===== config.mk =====
export PLATFORM = sky130hd
export DESIGN_NAME = debug_dump_sequencer_flat
export DESIGN_NICKNAME = d
export VERILOG_FILES = /design/src/rtl/debug_dump_pkg.sv /design/src/rtl/debug_dump_sequencer_if.sv /design/src/rtl/debug_dump_walker.sv /design/src/rtl/debug_dump_sequencer.sv /design/src/flat_wrapper.sv
export SDC_FILE = /design/constraint.sdc
export NUM_CORES = 1
export LEC_CHECK = 0
export CAP_MARGIN = 20
export CORE_UTILIZATION = 45
export DETAILED_ROUTE_END_ITERATION = 7
export DONT_BUFFER_PORTS = 1
export PLACE_DENSITY = 0.71
export SLEW_MARGIN = 20
export SYNTH_ARGS = -nofsm -noshare
export SYNTH_HDL_FRONTEND = slang
export SYNTH_HIERARCHICAL = 1
export SYNTH_SLANG_ARGS = --single-unit
export TNS_END_PERCENT = 50

===== constraint.sdc =====
create_clock -name i_clock -period 3.9 [get_ports i_clock]
set_input_delay 0.39 -clock i_clock [delete_from_list [all_inputs] [get_ports i_clock]]
set_output_delay 0.39 -clock i_clock [all_outputs]
set_load 0.01 [all_outputs]

===== src/rtl/debug_dump_pkg.sv =====
// Shared types and frame/controller constants for the debug dump sequencer.
// Optional build macro DEBUG_DUMP_TIMESTAMP_EN is consumed by the top only.
package debug_dump_pkg;

    typedef enum logic [2:0] {
        ST_IDLE,
        ST_FREEZE,
        ST_REQ,
        ST_WAIT,
        ST_OUT,
        ST_DONE
    } dd_state_e;

    localparam int ID_MSB   = 31;
    localparam int ID_LSB   = 26;
    localparam int RD_BIT   = 25;
    localparam int WIDX_LSB = 0;
    localparam int WIDX_W   = 4;

    localparam logic [5:0] CID_24   = 6'b1001_00;
    localparam logic [5:0] CID_25   = 6'b1001_01;
    localparam logic [5:0] CID_26   = 6'b1001_10;
    localparam logic [5:0] CID_27   = 6'b1001_11;
    localparam logic [5:0] CID_28   = 6'b1010_00;
    localparam logic [5:0] CID_29   = 6'b1010_01;
    localparam logic [5:0] CID_2A   = 6'b1010_10;
    localparam logic [5:0] CID_2B   = 6'b1010_11;
    localparam logic [5:0] CID_20   = 6'b1000_00;
    localparam logic [5:0] CID_21   = 6'b1000_01;
    localparam logic [5:0] CID_NONE = 6'b0000_00;

    function automatic logic [31:0] req_frame(
        input logic [5:0] id,
        input logic [3:0] widx
    );
        logic [31:0] f;
        f = '0;
        f[ID_MSB:ID_LSB] = id;
        f[RD_BIT] = 1'b1;
        f[WIDX_LSB +: WIDX_W] = widx;
        return f;
    endfunction

endpackage


===== src/rtl/debug_dump_sequencer_if.sv =====
// Pipeline frame port, control and captured-word stream of the dump sequencer.
// master = sequencer side, slave = pipeline/host side.
interface debug_dump_sequencer_if #(
    parameter int NB_FRAME = 32
);
    logic                i_start;
    logic                i_abort;
    logic                o_pipe_valid;
    logic [NB_FRAME-1:0] o_frame_to_pipe;
    logic [NB_FRAME-1:0] i_frame_from_pipe;
    logic [NB_FRAME-1:0] o_data;
    logic [3:0]          o_ch_idx;
    logic [3:0]          o_word_idx;
    logic                o_valid;
    logic                i_ready;
    logic                o_last;
    logic                o_busy;
    logic                o_done;

    modport master (
        input  i_start, i_abort, i_frame_from_pipe, i_ready,
        output o_pipe_valid, o_frame_to_pipe, o_data, o_ch_idx,
        output o_word_idx, o_valid, o_last, o_busy, o_done
    );

    modport slave (
        output i_start, i_abort, i_frame_from_pipe, i_ready,
        input  o_pipe_valid, o_frame_to_pipe, o_data, o_ch_idx,
        input  o_word_idx, o_valid, o_last, o_busy, o_done
    );
endinterface


===== src/rtl/debug_dump_walker.sv =====
// Channel/word counters and per-channel ID and word-count lookup.
module debug_dump_walker #(
    parameter int                     N_CH     = 3,
    parameter int                     NB_ID    = 6,
    parameter logic [N_CH*NB_ID-1:0] CH_IDS   = {6'b1010_00, 6'b1001_10, 6'b1001_00},
    parameter logic [N_CH*4-1:0]     CH_WORDS = {4'd2, 4'd3, 4'd1}
) (
    input  logic             i_clock,
    input  logic             i_reset,
    input  logic             i_clr,
    input  logic             i_step,
    output logic [3:0]       o_ch,
    output logic [3:0]       o_word,
    output logic [NB_ID-1:0] o_id,
    output logic             o_run_end
);
    logic [3:0] ch_q;
    logic [3:0] w_q;
    logic [3:0] w_lim;
    logic       ch_end;

    assign o_id      = CH_IDS[int'(ch_q)*NB_ID +: NB_ID];
    assign w_lim     = CH_WORDS[int'(ch_q)*4 +: 4] - 4'd1;
    assign ch_end    = (w_q == w_lim);
    assign o_run_end = ch_end && (ch_q == 4'(N_CH-1));
    assign o_ch      = ch_q;
    assign o_word    = w_q;

    for (genvar i = 0; i < N_CH; i++) begin : g_chk
        if (CH_WORDS[i*4 +: 4] == 4'd0) begin : g_bad
            $error("CH_WORDS entry %0d is zero", i);
        end
    end

    always_ff @(posedge i_clock or negedge i_reset) begin
        if (!i_reset) begin
            ch_q <= '0;
            w_q  <= '0;
        end else if (i_clr) begin
            ch_q <= '0;
            w_q  <= '0;
        end else if (i_step && !o_run_end) begin
            if (ch_end) begin
                w_q  <= '0;
                ch_q <= ch_q + 4'd1;
            end else begin
                w_q <= w_q + 4'd1;
            end
        end
    end

endmodule


===== src/rtl/debug_dump_sequencer.sv =====
// Debug master: freezes the pipeline and streams every controller latch word.
// DEBUG_DUMP_TIMESTAMP_EN adds a cycle-count header word to each run.
module debug_dump_sequencer
    import debug_dump_pkg::*;
#(
    parameter int                     NB_FRAME     = 32,
    parameter int                     N_CH         = 3,
    parameter int                     NB_ID        = 6,
    parameter logic [N_CH*NB_ID-1:0] CH_IDS       = {6'b1010_00, 6'b1001_10, 6'b1001_00},
    parameter logic [N_CH*4-1:0]     CH_WORDS     = {4'd2, 4'd3, 4'd1},
    parameter int                     RESP_LATENCY = 2
) (
    input  logic                   i_clock,
    input  logic                   i_reset,
    debug_dump_sequencer_if.master bus
);
    localparam logic [3:0] WAIT_INIT = 4'(RESP_LATENCY - 1);

    if (RESP_LATENCY < 1) begin : g_bad_lat
        $error("RESP_LATENCY must be at least 1");
    end

    dd_state_e           state_q, state_d;
    logic [3:0]          wait_q;
    logic                abort_q;
    logic                hdr_q;
    logic [NB_FRAME-1:0] data_q;
    logic [NB_FRAME-1:0] snap;
    logic                step;
    logic [3:0]          ch, w;
    logic [NB_ID-1:0]    id;
    logic                run_end;

`ifdef DEBUG_DUMP_TIMESTAMP_EN
    localparam bit TS_EN = 1'b1;
    logic [31:0] ts_q;

    always_ff @(posedge i_clock or negedge i_reset) begin
        if (!i_reset) ts_q <= '0;
        else          ts_q <= ts_q + 32'd1;
    end

    assign snap = NB_FRAME'(ts_q);
`else
    localparam bit TS_EN = 1'b0;
    assign snap = '0;
`endif

    debug_dump_walker #(
        .N_CH     (N_CH),
        .NB_ID    (NB_ID),
        .CH_IDS   (CH_IDS),
        .CH_WORDS (CH_WORDS)
    ) u_walker (
        .i_clock   (i_clock),
        .i_reset   (i_reset),
        .i_clr     (state_q == ST_FREEZE),
        .i_step    (step),
        .o_ch      (ch),
        .o_word    (w),
        .o_id      (id),
        .o_run_end (run_end)
    );

    always_comb begin
        state_d = state_q;
        step    = 1'b0;
        unique case (state_q)
            ST_IDLE:   if (bus.i_start) state_d = ST_FREEZE;
            ST_FREEZE: state_d = TS_EN ? ST_OUT : ST_REQ;
            ST_REQ:    state_d = bus.i_abort ? ST_DONE : ST_WAIT;
            ST_WAIT:   if (wait_q == 4'd0) state_d = ST_OUT;
            ST_OUT: begin
                if (bus.i_abort) begin
                    state_d = ST_DONE;
                end else if (bus.i_ready) begin
                    if (hdr_q) begin
                        state_d = ST_REQ;
                    end else if (abort_q || run_end) begin
                        state_d = ST_DONE;
                    end else begin
                        step    = 1'b1;
                        state_d = ST_REQ;
                    end
                end
            end
            ST_DONE:   state_d = ST_IDLE;
            default:   state_d = ST_IDLE;
        endcase
    end

    always_ff @(posedge i_clock or negedge i_reset) begin
        if (!i_reset) begin
            state_q <= ST_IDLE;
            wait_q  <= '0;
            abort_q <= 1'b0;
            hdr_q   <= 1'b0;
            data_q  <= '0;
        end else begin
            state_q <= state_d;
            unique case (state_q)
                ST_IDLE: abort_q <= 1'b0;
                ST_FREEZE: begin
                    abort_q <= 1'b0;
                    hdr_q   <= TS_EN;
                    if (TS_EN) data_q <= snap;
                end
                ST_REQ: wait_q <= WAIT_INIT;
                ST_WAIT: begin
                    // an abort here must not drop the word already in flight
                    if (bus.i_abort) abort_q <= 1'b1;
                    if (wait_q == 4'd0) data_q <= bus.i_frame_from_pipe;
                    else                wait_q <= wait_q - 4'd1;
                end
                ST_OUT:  if (bus.i_ready && !bus.i_abort) hdr_q <= 1'b0;
                default: ;
            endcase
        end
    end

    assign bus.o_pipe_valid    = (state_q == ST_IDLE) || (state_q == ST_DONE);
    assign bus.o_frame_to_pipe = ((state_q == ST_REQ) || (state_q == ST_WAIT))
                               ? NB_FRAME'(req_frame(6'(id), w)) : '0;
    assign bus.o_data          = data_q;
    assign bus.o_ch_idx        = hdr_q ? 4'hF : ch;
    assign bus.o_word_idx      = hdr_q ? 4'h0 : w;
    assign bus.o_valid         = (state_q == ST_OUT);
    assign bus.o_last          = (state_q == ST_OUT) && run_end && !hdr_q && !abort_q;
    assign bus.o_busy          = (state_q != ST_IDLE);
    assign bus.o_done          = (state_q == ST_DONE);

endmodule

===== src/flat_wrapper.sv =====
// flat-port wrapper written by rule: the top's interface ports become plain ports
module debug_dump_sequencer_flat import debug_dump_pkg::*;
#(
    parameter int                     NB_FRAME     = 32,
    parameter int                     N_CH         = 3,
    parameter int                     NB_ID        = 6,
    parameter logic [N_CH*NB_ID-1:0] CH_IDS       = {6'b1010_00, 6'b1001_10, 6'b1001_00},
    parameter logic [N_CH*4-1:0]     CH_WORDS     = {4'd2, 4'd3, 4'd1},
    parameter int                     RESP_LATENCY = 2
)
  (i_clock, i_reset, bus_i_start, bus_i_abort, bus_i_frame_from_pipe, bus_i_ready, bus_o_pipe_valid, bus_o_frame_to_pipe, bus_o_data, bus_o_ch_idx, bus_o_word_idx, bus_o_valid, bus_o_last, bus_o_busy, bus_o_done);
  debug_dump_sequencer_if #(.NB_FRAME(NB_FRAME)) bus_i ();
  input  logic i_clock;
  input  logic i_reset;
  input wire logic [$bits(bus_i.i_start)-1:0] bus_i_start;
  input wire logic [$bits(bus_i.i_abort)-1:0] bus_i_abort;
  input wire logic [$bits(bus_i.i_frame_from_pipe)-1:0] bus_i_frame_from_pipe;
  input wire logic [$bits(bus_i.i_ready)-1:0] bus_i_ready;
  output wire logic [$bits(bus_i.o_pipe_valid)-1:0] bus_o_pipe_valid;
  output wire logic [$bits(bus_i.o_frame_to_pipe)-1:0] bus_o_frame_to_pipe;
  output wire logic [$bits(bus_i.o_data)-1:0] bus_o_data;
  output wire logic [$bits(bus_i.o_ch_idx)-1:0] bus_o_ch_idx;
  output wire logic [$bits(bus_i.o_word_idx)-1:0] bus_o_word_idx;
  output wire logic [$bits(bus_i.o_valid)-1:0] bus_o_valid;
  output wire logic [$bits(bus_i.o_last)-1:0] bus_o_last;
  output wire logic [$bits(bus_i.o_busy)-1:0] bus_o_busy;
  output wire logic [$bits(bus_i.o_done)-1:0] bus_o_done;
  assign bus_i.i_start = bus_i_start;
  assign bus_i.i_abort = bus_i_abort;
  assign bus_i.i_frame_from_pipe = bus_i_frame_from_pipe;
  assign bus_i.i_ready = bus_i_ready;
  assign bus_o_pipe_valid = bus_i.o_pipe_valid;
  assign bus_o_frame_to_pipe = bus_i.o_frame_to_pipe;
  assign bus_o_data = bus_i.o_data;
  assign bus_o_ch_idx = bus_i.o_ch_idx;
  assign bus_o_word_idx = bus_i.o_word_idx;
  assign bus_o_valid = bus_i.o_valid;
  assign bus_o_last = bus_i.o_last;
  assign bus_o_busy = bus_i.o_busy;
  assign bus_o_done = bus_i.o_done;
  debug_dump_sequencer #(.NB_FRAME(NB_FRAME), .N_CH(N_CH), .NB_ID(NB_ID), .CH_IDS(CH_IDS), .CH_WORDS(CH_WORDS), .RESP_LATENCY(RESP_LATENCY)) u_core (.i_clock(i_clock), .i_reset(i_reset), .bus(bus_i));
endmodule

==> results of run 1 <==
==> power by group through the flow <==
| stage | Combinational [mW] | Sequential, mW | Clock [mW] |
|---|---|---|---|
| 4_1_cts | 0.533 | 1.02 | 0.373 |
| 3_5_place_dp | 0.518 | 1.03 | 0 |
| 2_1_floorplan | 0.490 | 0.944 | 0 |
| 5_1_grt | 0.590 | 1.05 | 0.391 |
| 6_report | 0.527 | 1.02 | 0.359 |
| 3_3_place_gp | 0.496 | 1.02 | 0 |
==> critical path, stage by stage, from the launching register on <==
cell and delay [ns]:
dfrtp_1 0.54, nor3_1 0.27, inv_1 0.08, ha_1 0.30, xnor2_1 0.26, a221o_1 0.29
nor2_1 0.10, nor3_1 0.29, and3_1 0.30, inv_1 0.12, or4_1 0.51, a21oi_1 0.16
==> layout by cell type (no fill, tap or decap), types with 3 or more instances in the layout <==
master     n
dfrtp_1   48
mux2_2    35
conb_1    23
nor2_1    13
and2_1    10
nand2_1   10
inv_1      9
o21ai_0    9
clkbuf_8   5
nor3_1     5
nand2b_1   5
ha_1       5
a21oi_1    5
nor2b_1    3
o31ai_1    3
nand3_1    3
==> worst paths after layout <==
| kind | from | end | slack [ns] | depth (start not counted) |
|---|---|---|---|---|
| worst max register to register | u_core/u_walker/o_ch[1]$_DFFE_PN0P_ | u_core/u_walker/o_ch[3]$_DFFE_PN0P_ | 0.60 | 11 |
| worst min register to register | u_core/wait_q[2]$_DFFE_PN0P_ | u_core/wait_q[2]$_DFFE_PN0P_ | 0.53 | 1 |
| max in group asynchronous | i_reset | u_core/bus.o_data[4]$_DFFE_PN0P_ | 3.09 | 2 |
| worst max-delay path | u_core/u_walker/o_ch[1]$_DFFE_PN0P_ | u_core/u_walker/o_ch[3]$_DFFE_PN0P_ | 0.60 | 11 |
| min in group asynchronous | i_reset | u_core/bus.o_data[30]$_DFFE_PN0P_ | 0.60 | 2 |
| worst min-delay path | bus_i_ready | u_core/state_q[2]$_DFFE_PN0P_ | 0.17 | 1 |
==> kinds of logic after synthesis <==
group,after synthesis,share of synthesized area
and+or+nand+nor,65,0.148
DFF,48,0.465
buffers and inverters,41,0.106
muxes,37,0.160
AOI/OAI and AO/OA,33,0.0863
adders and majority gates,5,0.0242
other,2,0.00291
xor gates and xnor gates,2,0.00679
==> layer usage <==
metal  global-route usage  wire [um]  vias to the layer above  share of wire
met5                    0          0                        -              0
met4               0.0509         52                        0          0.011
met3               0.0329        270                        5          0.058
met2                0.267       2360                       64           0.51
met1                0.187       1940                      810           0.42
li1                     -          -                      770              -
==> flip-flops by register name (all words and copies together), names as in the netlist <==
name / count
u_core/u_walker/o_word: 4
u_core/bus.o_data: 32
u_core/wait_q: 4
u_core/u_walker/o_ch: 4
u_core/abort_q: 1
u_core/state_q: 3
==> area by class of cell <==
cell class	count	area, um^2
Clock inverter	3	47.5
Multi-Input combinational cell	165	1190
Fill cell	521	2830
Tap cell	72	90.1
Sequential cell	48	1200
Timing Repair Buffer	4	52.6
Inverter	9	33.8
Clock buffer	5	68.8
==> through the flow <==
stage | instance area [um^2] | hold slack (ns) | utilization | cells | setup WS (ns)
after floorplan | 2660 | 0.0944 | - | 254 | 0.960
after global placement | 2530 | 0.0953 | 0.459 | 296 | 0.775
after detailed placement | 2530 | 0.0950 | 0.459 | 296 | 0.638
after CTS | 2680 | 0.154 | 0.487 | 306 | 0.635
after global routing | 2680 | 0.151 | 0.487 | 306 | 0.321
final | 2680 | 0.165 | 0.487 | 306 | 0.598
==> flow_summary.yaml, run 1 <==
floorplan:
  die_h_um: 77.7
  core.rowCount: 27
  die_x_um: 77.7
  pin_count: 114
  dieArea_mm2: 0.00604
  core_mm2: 0.00551
  initial_core_util: 0.469
timing:
  post-route-period-util: 0.847
  hold_viol: 0
  skew_ns: 0.0126
  tns_ns: 0
  fin_crit_ns: 3.30
  rsz0062_at_grt: "false"
  fmax_ghz: 0.303
  setup-violations-final: 0
  maxSlewViolCount: 0
logic_synthesis:
  yosys_warnings: 6
  synth-edff-count: 0
  syn_area_per_cell_um2: 11.1
  seq_area_frac_synth: 0.465
  yosysMostFrequentCell: "dfrtp_1"
  synth_common_cells: "dfrtp_1, mux2_2, buf_4"
  synthCells: 233
  netlist.top_cell.by_area: "dfrtp_1"
  synth_area_leaders: "dfrtp_1, mux2_2, buf_4"
  synth.top_cell.area_share: 0.465
  synth_area_mm2: 0.00258
  yosysUniqueCellTypes: 48
  synth_ff_type: "dfrtp_1"
  async_flop_share: 1.00
  ys_ff_latch: 48
clock_network:
  cts_buffers: 5
  cts_root_buf: "clkbuf_8"
  htree_num_levels: 2
  cts_hold_repair.buffers: 2
  tritoncts: "built"
  ctsLongestPathBuffers: 2
  clock_latency_ns: 0.30
  clk_pin_slew_ns: 0.09
  cts_setup_buffers: 0
  cts_sinks: 48
  cts-resized-gates: 0
power_and_ir_drop:
  clkPwrFrac: 0.188
  p_comb_frac: 0.277
  pwr-share-seq: 0.535
  powerDensity_mw_per_mm2: 710
  switching_power_mw: 0.721
  leakage_nw: 1.18
  total_power_mw: 1.90
  intPower_mw: 1.18
  p_sw_frac: 0.379
  peakVddDrop_uv: 270
route:
  drt-total-wl_um: 4620
  dr.pass1.iters: 4
  ant_nets: 0
  drtIter0Drc: 56
  drc: 0
  routed_via_density: 5.39
  num_vias: 1649
  routedWlPerCell_um: 15.1
layout:
  n_antenna_cell: 0
  drive_above_1_share: 0.214
  syn2layout_area_growth_pct: 3.83
  nets: 275
global_routing:
  gr-total-overflow: 0
  grt_first_pass_wirelength_um: 7350
  antenna_found_initial: 0
  grt.total_usage: 0.153
  grt_pass1_vias: 1542
  grt_start_max_net_pins: 49
critical_path:
  criticalPathCategory: "flop to flop"
  critPathMaxFanout: 12
  worst_ep_arrival_time_ns: 3.53
  worst_setup_path_start_kind: "flop"
  endpoint_kind: "flop"
  cp.required_ns: 4.12
status:
  status: "finished, final reports clean"
worst_hold_path:
  min_path_type: "primary input to flop"
placement:
  dp_hpwl_um: 3340
  gp_congestion: 0.831
  numPortBuffers: 0
job:
  drv_cap: 0
Power figures use the tool's default switching activity.
==> run 2: changes to the inputs <==
--- a/config.mk
+++ b/config.mk
@@ -9,7 +9,7 @@
 export CORE_UTILIZATION = 45
 export DETAILED_ROUTE_END_ITERATION = 7
 export DONT_BUFFER_PORTS = 1
-export PLACE_DENSITY = 0.71
+export PLACE_DENSITY = 0.73
 export SLEW_MARGIN = 20
 export SYNTH_ARGS = -nofsm -noshare
 export SYNTH_HDL_FRONTEND = slang
==> constraint.sdc (replaced) <==
create_clock -name i_clock -period 2.9 [get_ports i_clock]
set_input_delay 0.29 -clock i_clock [delete_from_list [all_inputs] [get_ports i_clock]]
set_output_delay 0.29 -clock i_clock [all_outputs]
set_load 0.01 [all_outputs]
==> flow_summary.yaml, run 2 (same netlist as run 1, synthesis figures left out) <==
status:
  status: "finished, final reports clean"
critical_path:
  r2r_slack_ns: 0.11
  cp-startpoint: "u_core/u_walker/o_ch[1]$_DFFE_PN0P_"
  r2r_start: "u_core/u_walker/o_ch[1]$_DFFE_PN0P_"
  worst_ep_arrival_time_ns: 3.01
  endpoint_kind: "flop"
  max_stage_delay_ns: 0.51
  cpMaxStageDelayCell: "or4_1"
  worst_setup_path_start_kind: "flop"
  critPathMaxFanout: 6
  cp.required_ns: 3.12
  reg2reg_depth: 11
  criticalPathCategory: "flop to flop"
  crit_end: "u_core/u_walker/o_ch[3]$_DFFE_PN0P_"
  r2r-end: "u_core/u_walker/o_ch[3]$_DFFE_PN0P_"
  path_cells: "nor3_2, inv_1, ha_1, xnor2_2, a221o_1, nor2_4, nor3_2, and3_4, inv_1, or4_1, a21oi_1"
layout:
  syn2layout_area_growth_pct: 9.94
  nets: 289
  instances_no_fill: 320
  final_area_mm2: 0.00284
  n_antenna_cell: 0
  final_common_cell: "dfrtp_1"
  multiInputGateArea_mm2: 0.00123
  drive_above_1_share: 0.290
  layout_common_cells: "dfrtp_1, mux2_2, conb_1, buf_4, nor2_1"
  seqCellArea_mm2: 0.00120
  largest_reg_flops: 32
  n_fill_cell: 506
timing:
  fmax_ghz: 0.359
  fin_crit_ns: 2.79
  skew_ns: 0.0118
  maxSlewViolCount: 0
  hold_viol: 0
  setup-violations-final: 0
  relSlewSlack: 0.645
  rsz0062_at_grt: "true"
  post-route-period-util: 0.961
  tightest_slew_ns: 0.530
clock_network:
  clock_latency_ns: 0.31
  ctsLongestPathBuffers: 2
  cts_buffers: 5
  htree_num_levels: 2
  tritoncts: "built"
  cts_sinks: 48
  clk_pin_slew_ns: 0.09
  cts_root_buf: "clkbuf_8"
worst_hold_path:
  hold_depth: 1
  min_path_type: "primary input to flop"
power_and_ir_drop:
  leakage_nw: 1.27
  powerDensity_mw_per_mm2: 923
  peakVddDrop_uv: 374
floorplan:
  core.rowCount: 27
  die_x_um: 77.7
  core_mm2: 0.00551
  initial_core_util: 0.469
  dieArea_mm2: 0.00604
  pin_count: 114
  die_h_um: 77.7
route:
  num_vias: 1765
  dr.pass1.iters: 4
  drt-total-wl_um: 5040
  drtIter0Drc: 77
  drc: 0
  routedWlPerCell_um: 15.7
  routed_via_density: 5.52
  ant_nets: 0
placement:
  dp_cells: 308
  gp_congestion: 0.905
  numPortBuffers: 0
  place_area_mm2: 0.00262
  dp_hpwl_um: 3610
global_routing:
  grt_start_max_net_pins: 49
  grt.total_usage: 0.166
  grt_first_pass_wirelength_um: 7820
  grt_pass1_vias: 1624
  gr-total-overflow: 0
  antenna_found_initial: 0
job:
  drv_cap: 0
run 2: cell type report:
type,count,area share
Timing Repair Buffer,18,0.0556
Clock buffer,6,0.0291
Clock inverter,2,0.0137
Sequential cell,48,0.424
Inverter,9,0.0119
Multi-Input combinational cell,165,0.434
Tap cell,72,0.0317
run 2: layer usage:
layer,share of wire,global-route usage
met5,0,0
met4,0.016,0.0604
met3,0.057,0.0388
met2,0.51,0.275
met1,0.41,0.210
run 2: worst min-delay path by stage:
stage | start | endpoint | slack [ns]
after floorplan | i_reset | u_core/abort_q$_DFFE_PN0P_ | -0.006
after global placement | i_reset | u_core/bus.o_data[9]$_DFFE_PN0P_ | -0.005
after detailed placement | i_reset | u_core/bus.o_data[3]$_DFFE_PN0P_ | -0.005
after CTS | bus_i_ready | u_core/state_q[2]$_DFFE_PN0P_ | 0.05
after global routing | bus_i_ready | u_core/state_q[2]$_DFFE_PN0P_ | 0.04
final | bus_i_ready | u_core/state_q[2]$_DFFE_PN0P_ | 0.05
run 2: metrics by stage:
stage	util	setup WS, ns	power, mW	hold slack [ns]	setup TNS (ns)
after floorplan	-	0.0234	1.93	-0.00559	0
after global placement	0.476	0.159	2.07	-0.00488	0
after detailed placement	0.476	0.0261	2.11	-0.00494	0
after CTS	0.507	0.0215	2.64	0.0451	0
after global routing	0.515	-0.0186	2.80	0.0390	-0.0250
final	0.515	0.113	2.62	0.0534	0
run 2: where the power goes:
part | leakage, nW | total (mW) | internal (mW) | switching (mW)
Sequential | 0.575 | 1.34 | 0.965 | 0.371
Clock | 0.0614 | 0.506 | 0.282 | 0.224
Combinational | 0.635 | 0.778 | 0.390 | 0.388
run 2: critical path: cells and delay by family, from the launching register on:
kind | cells | cell delay (ns)
AO/OA/AOI/OAI | 2 | 0.38
buffers and inverters | 2 | 0.17
adder cells (fa/ha/maj) | 1 | 0.33
AND/OR/NAND/NOR | 5 | 1.17
flip-flops | 1 | 0.46
XOR/XNOR | 1 | 0.19
run 2: what timing repair did:
| action | in CTS | in global routing |
|---|---|---|
| pin swaps | 0 | 2 |
| resized for setup | 2 | 8 |
| endpoints found under the setup margin | 2 | 10 |
| buffers inserted | 0 | 2 |
| hold endpoints to repair | 48 | 0 |
| hold buffers | 2 | 0 |
